===== config.mk =====
export PLATFORM = sky130hd
export DESIGN_NAME = axisv_lcd_sink
export DESIGN_NICKNAME = d
export VERILOG_FILES = /design/src/rtl/axisv_pkg.sv /design/src/rtl/lcd_timing_gen.sv /design/src/rtl/axisv_lcd_sink.sv
export SDC_FILE = /design/constraint.sdc
export NUM_CORES = 1
export LEC_CHECK = 0
export CORE_ASPECT_RATIO = 0.75
export CORE_MARGIN = 5
export CORE_UTILIZATION = 41
export DETAILED_ROUTE_END_ITERATION = 12
export GPL_ROUTABILITY_DRIVEN = 0
export PLACE_DENSITY = 0.73
export SYNTH_ARGS = -nofsm -noshare
export SYNTH_HDL_FRONTEND = slang
export SYNTH_SLANG_ARGS = --single-unit

===== constraint.sdc =====
create_clock -name aclk_i -period 3 [get_ports aclk_i]
set_input_delay 0.45 -clock aclk_i [delete_from_list [all_inputs] [get_ports aclk_i]]
set_output_delay 0.45 -clock aclk_i [all_outputs]
set_load 0.05 [all_outputs]

===== src/rtl/axisv_pkg.sv =====
// axisv_pkg: shared types and framing helper for axisv stream blocks
package axisv_pkg;

    typedef enum logic [1:0] {SEEK, WAIT_FRAME, LOCKED} sink_state_e;

    typedef struct packed {
        logic tuser;
        logic tlast;
    } framing_t;

    function automatic framing_t expected_framing(
        input int unsigned h,
        input int unsigned v,
        input int unsigned h_pixels,
        input int unsigned v_pixels
    );
        framing_t f;
        f.tlast = (h == h_pixels - 1);
        f.tuser = f.tlast && (v == v_pixels - 1);
        return f;
    endfunction

endpackage


===== src/rtl/lcd_timing_gen.sv =====
// lcd_timing_gen: free-running raster counters with region flags
module lcd_timing_gen #(
    parameter int H_PIXEL_COUNT = 8,
    parameter int V_PIXEL_COUNT = 4,
    parameter int H_FRONT_PORCH = 2,
    parameter int H_SYNC        = 2,
    parameter int H_BACK_PORCH  = 2,
    parameter int V_FRONT_PORCH = 1,
    parameter int V_SYNC        = 1,
    parameter int V_BACK_PORCH  = 1,
    localparam int H_TOTAL = H_PIXEL_COUNT + H_FRONT_PORCH + H_SYNC + H_BACK_PORCH,
    localparam int V_TOTAL = V_PIXEL_COUNT + V_FRONT_PORCH + V_SYNC + V_BACK_PORCH,
    localparam int HW = $clog2(H_TOTAL),
    localparam int VW = $clog2(V_TOTAL)
) (
    input  logic          clk,
    input  logic          rst,
    output logic [HW-1:0] h,
    output logic [VW-1:0] v,
    output logic          active,
    output logic          hsync,
    output logic          vsync,
    output logic          last_cycle
);

    logic h_wrap;
    logic v_wrap;

    // Region flags decoded straight from the counters
    always_comb begin
        h_wrap     = 32'(h) == H_TOTAL - 1;
        v_wrap     = 32'(v) == V_TOTAL - 1;
        active     = 32'(h) < H_PIXEL_COUNT && 32'(v) < V_PIXEL_COUNT;
        hsync      = 32'(h) >= H_PIXEL_COUNT + H_FRONT_PORCH && 32'(h) < H_PIXEL_COUNT + H_FRONT_PORCH + H_SYNC;
        vsync      = 32'(v) >= V_PIXEL_COUNT + V_FRONT_PORCH && 32'(v) < V_PIXEL_COUNT + V_FRONT_PORCH + V_SYNC;
        last_cycle = h_wrap && v_wrap;
    end

    // Raster counters never stall; v advances when h wraps
    always_ff @(posedge clk) begin
        if (rst) begin
            h <= '0;
            v <= '0;
        end else begin
            h <= h_wrap ? '0 : h + HW'(1);
            if (h_wrap) v <= v_wrap ? '0 : v + VW'(1);
        end
    end

endmodule


===== src/rtl/axisv_lcd_sink.sv =====
// axisv_lcd_sink: axisv stream sink driving a parallel LCD with frame lock and resync
module axisv_lcd_sink
    import axisv_pkg::*;
#(
    parameter int H_PIXEL_COUNT = 8,
    parameter int V_PIXEL_COUNT = 4,
    parameter int H_FRONT_PORCH = 2,
    parameter int H_SYNC        = 2,
    parameter int H_BACK_PORCH  = 2,
    parameter int V_FRONT_PORCH = 1,
    parameter int V_SYNC        = 1,
    parameter int V_BACK_PORCH  = 1,
    parameter int DATA_WIDTH    = 18,
    localparam int HW = $clog2(H_PIXEL_COUNT + H_FRONT_PORCH + H_SYNC + H_BACK_PORCH),
    localparam int VW = $clog2(V_PIXEL_COUNT + V_FRONT_PORCH + V_SYNC + V_BACK_PORCH)
) (
    input  logic                  aclk_i,
    input  logic                  rst_i,
    input  logic [DATA_WIDTH-1:0] s_axis_tdata,
    input  logic                  s_axis_tvalid,
    output logic                  s_axis_tready,
    input  logic                  s_axis_tlast,
    input  logic                  s_axis_tuser,
    output logic [DATA_WIDTH-1:0] lcd_data_o,
    output logic                  lcd_de_o,
    output logic                  lcd_hsync_o,
    output logic                  lcd_vsync_o,
    output logic                  locked_o,
    output logic                  underflow_o,
    output logic                  framing_err_o
);

    logic [HW-1:0] h;
    logic [VW-1:0] v;
    logic          active;
    logic          hsync;
    logic          vsync;
    logic          last_cycle;
    sink_state_e   state;
    sink_state_e   state_nxt;
    framing_t      exp;
    logic          accept;
    logic          underflow;
    logic          framing_err;

    lcd_timing_gen #(
        .H_PIXEL_COUNT(H_PIXEL_COUNT),
        .V_PIXEL_COUNT(V_PIXEL_COUNT),
        .H_FRONT_PORCH(H_FRONT_PORCH),
        .H_SYNC       (H_SYNC),
        .H_BACK_PORCH (H_BACK_PORCH),
        .V_FRONT_PORCH(V_FRONT_PORCH),
        .V_SYNC       (V_SYNC),
        .V_BACK_PORCH (V_BACK_PORCH)
    ) u_timing (
        .clk       (aclk_i),
        .rst       (rst_i),
        .h         (h),
        .v         (v),
        .active    (active),
        .hsync     (hsync),
        .vsync     (vsync),
        .last_cycle(last_cycle)
    );

    // Handshake, framing checks and next state; errors drop straight back to SEEK
    always_comb begin
        exp           = expected_framing(32'(h), 32'(v), H_PIXEL_COUNT, V_PIXEL_COUNT);
        s_axis_tready = !rst_i && (state == SEEK || (state == LOCKED && active));
        accept        = s_axis_tvalid && s_axis_tready;
        underflow     = state == LOCKED && active && !s_axis_tvalid;
        framing_err   = state == LOCKED && accept && (s_axis_tlast != exp.tlast || s_axis_tuser != exp.tuser);
        state_nxt     = state == SEEK       ? (accept && s_axis_tuser ? WAIT_FRAME : SEEK) :
                        state == WAIT_FRAME ? (last_cycle ? LOCKED : WAIT_FRAME) :
                                              (underflow || framing_err ? SEEK : LOCKED);
    end

    // State register
    always_ff @(posedge aclk_i) begin
        if (rst_i) state <= SEEK;
        else state <= state_nxt;
    end

    // Panel and status registers, one cycle behind the raster
    always_ff @(posedge aclk_i) begin
        if (rst_i) begin
            lcd_data_o    <= '0;
            lcd_de_o      <= 1'b0;
            lcd_hsync_o   <= 1'b0;
            lcd_vsync_o   <= 1'b0;
            locked_o      <= 1'b0;
            underflow_o   <= 1'b0;
            framing_err_o <= 1'b0;
        end else begin
            lcd_data_o    <= state == LOCKED && accept ? s_axis_tdata : '0;
            lcd_de_o      <= active;
            lcd_hsync_o   <= hsync;
            lcd_vsync_o   <= vsync;
            locked_o      <= state_nxt == LOCKED;
            underflow_o   <= underflow;
            framing_err_o <= framing_err;
        end
    end

endmodule


==> results.md <==
* Synth Area in XOR/XNOR at 1.52%
* Worst EP required at 2.55 ns
* Remaining routing DRC violations at 0
* Maximum vdd drop at 0.284 mV
* Multi-input gate area at 444 um2
* Die X at 71.2 um
* # setup viols final at 0
* Routed Antenna Nets at 0
* Seq. cell area at 661 um2
* Post-synthesis mux area share at 0%
* Layout cells sized above 1 at 5.63%
* Layout area overhead at 50.4%
* Vias per cell at 4.74
* Fin crit share at 77.4%
* Vias in the first global route at 902
* Hold Crit Class: reg -> reg
* Core area at 0.00264 mm2
* Clk slew on worst S/H paths at 0.06 ns
* CTS sink count at 33
* RSZ-0062 raised after global routing: false
* Mean Syn Cell Area at 10.5 um2
* Worst-path maximum fanout at 2
* Kind of critical path: in -> out
* Worst-Skew Late Latency at 0.28 ns
* Post-synthesis sequential area ratio at 57.5%
* Synth warnings at 0
* Fin. max-slew vios at 0
* Resize count post-CTS at 0
* CP startpoint kind: primary input
* Input/output buffers at 47
* Routed wire length per instance at 12.5 um
* H-tree depth at 2
* DR iter-0 viols at 22
* Crit end category: primary output
* Top-count cell post-synth: dfxtp_1
* Congestion Overflow GR at 0
* Fmax at 0.431 GHz
* Router iterations before antenna repair at 2
* Pwr dens at 480 mW/mm2
* Slowest stage delay, CP at 0.83 ns
* CTS tree: built
* Top_reg_cell synth: dfxtp_1
* Synth Instances at 110
* # Post-CTS Setup Buffers at 0
* Largest family of logic cells by synthesized area: simple AND/OR/NAND/NOR gates
* Final Net Count at 188
* Post-synth design cell area at 0.00115 mm2
* Max Cap Violations at 0
* Initial cell density of the core at 43.5%
* IO Pins at 48
* Clock buffer depth at 2
* Slew headroom at 65.0%
* Final wirelength at 2440 um
* Most used cell along the critical path: clkdlybuf4s50_1
* CP max stage cell: clkdlybuf4s50_1
* Arrival time at the worst endpoint at 1.87 ns
* Post-synth EDFFs at 0
* Initial antenna violation count at 0
* Synth Net Count at 138
* Synth top area cells: dfxtp_1, and2_1, ha_1
* Synth top area share at 57.5%
* Status: completed
* Clk_skew at 0.00330 ns
* Worst-Margin Slew at 0.525 ns
* Root Buffer: clkbuf_8
* Final core occ at 65.4%
* Total track usage at 13.5%
* Number of synthesized register bits at 33
* Synth area leader: dfxtp_1
* Post-Synth Simple-Gate Area at 23.8%
* Global-route wire length before repair at 4140 um
* Largest net degree at the start of global routing at 22
* Synth Area in Adders at 5.44%
* Crit path cell chain: clkdlybuf4s50_1 > nor3_1 > clkdlybuf4s50_1
* Post-synth top cells: dfxtp_1, and2_1, a21oi_1
* Post-synth cell types at 26
* Final Hold Fails at 0
* Die area at 0.00397 mm2
* Hold_buf cts at 0
* Hold slack at 0.491 ns
* Fillers at 222
* DP Wirelength at 1860 um
* Pleak at 0.664 nW
* Site Rows at 16
* Fin Setup TNS at 0 ns
* Vias at 929
* Compound-cell area share of the yosys netlist at 7.83%
* Final critical-path required period at 2.32 ns
* Antenna Cells at 0
* Inserted Clock Buffers at 5
* Die height at 55.9 um
* Async set-reset flop share out of synthesis at 0%
[kinds of logic after synthesis]
kind of cell / count (synthesis)
AO/OA/AOI/OAI: 13
XOR/XNOR: 2
adder cells (fa/ha/maj): 5
buffers and inverters: 9
flip-flops: 33
AND/OR/NAND/NOR: 48
[per-layer routing]
layer,GRT usage [%],share of wire [%]
met3,5.42,6.5
met2,21.2,47
met4,8.85,2.4
met5,0,0
met1,14.9,44
[final timing paths]
check                start            end  slack (ns)  cells after the start
max                  rst_i  s_axis_tready        0.68                      3
min reg2reg  u_timing.h[1]    lcd_hsync_o        0.49                      2
max reg2reg  u_timing.v[2]       locked_o        1.55                      5
min          u_timing.h[1]    lcd_hsync_o        0.49                      2
[layout by cell type, fill, tap and decap left out, types with 2 or more instances in the layout]
| cell type | count |
|---|---|
| ha_1 | 5 |
| nor4_1 | 2 |
| clkdlybuf4s50_1 | 47 |
| xnor2_1 | 2 |
| nand2_1 | 5 |
| and2_1 | 18 |
| clkbuf_8 | 6 |
| nand3_1 | 3 |
| nor3_1 | 6 |
| a311oi_1 | 2 |
| a21oi_1 | 7 |
| or3_1 | 2 |
| nor2_1 | 4 |
| and3_1 | 3 |
| dfxtp_1 | 33 |
| inv_1 | 4 |
[critical path, delay by kind of cell]
family,cells,cell delay [ns]
buffers and inverters,2,1.24
AND/OR/NAND/NOR,1,0.18
[cell type report]
cell class | instances | area share, %
clock buffers | 7 | 4.99
inverters | 4 | 0.868
multi-input cells | 68 | 25.7
flip-flops and latches | 33 | 38.2
well taps | 36 | 2.60
repair buffers | 48 | 27.6
[flip-flops by register name, indices dropped and copies added, names as in the netlist]
register / count
lcd_data_o: 18
u_timing.h: 4
u_timing.v: 3
state: 2
framing_err_o: 1
lcd_de_o: 1
lcd_hsync_o: 1
lcd_vsync_o: 1
locked_o: 1
underflow_o: 1
[per-stage QoR]
| stage | area [um2] | setup WS (ns) | std cells | power (mW) |
|---|---|---|---|---|
| floorplan | 1150 | 0.814 | 110 | 0.480 |
| global placement | 1640 | 0.699 | 189 | 0.516 |
| detailed placement | 1640 | 0.671 | 189 | 0.518 |
| CTS | 1730 | 0.671 | 196 | 0.844 |
| global route | 1730 | 0.616 | 196 | 0.869 |
| finish | 1730 | 0.678 | 196 | 0.830 |
[power by group]
part | leakage (nW) | internal (mW) | switching, mW
clock | 0.0443 | 0.181 | 0.141
combinational | 0.352 | 0.0366 | 0.0216
sequential | 0.267 | 0.444 | 0.00631
No activity file was read; power rests on OpenSTA's default activity.
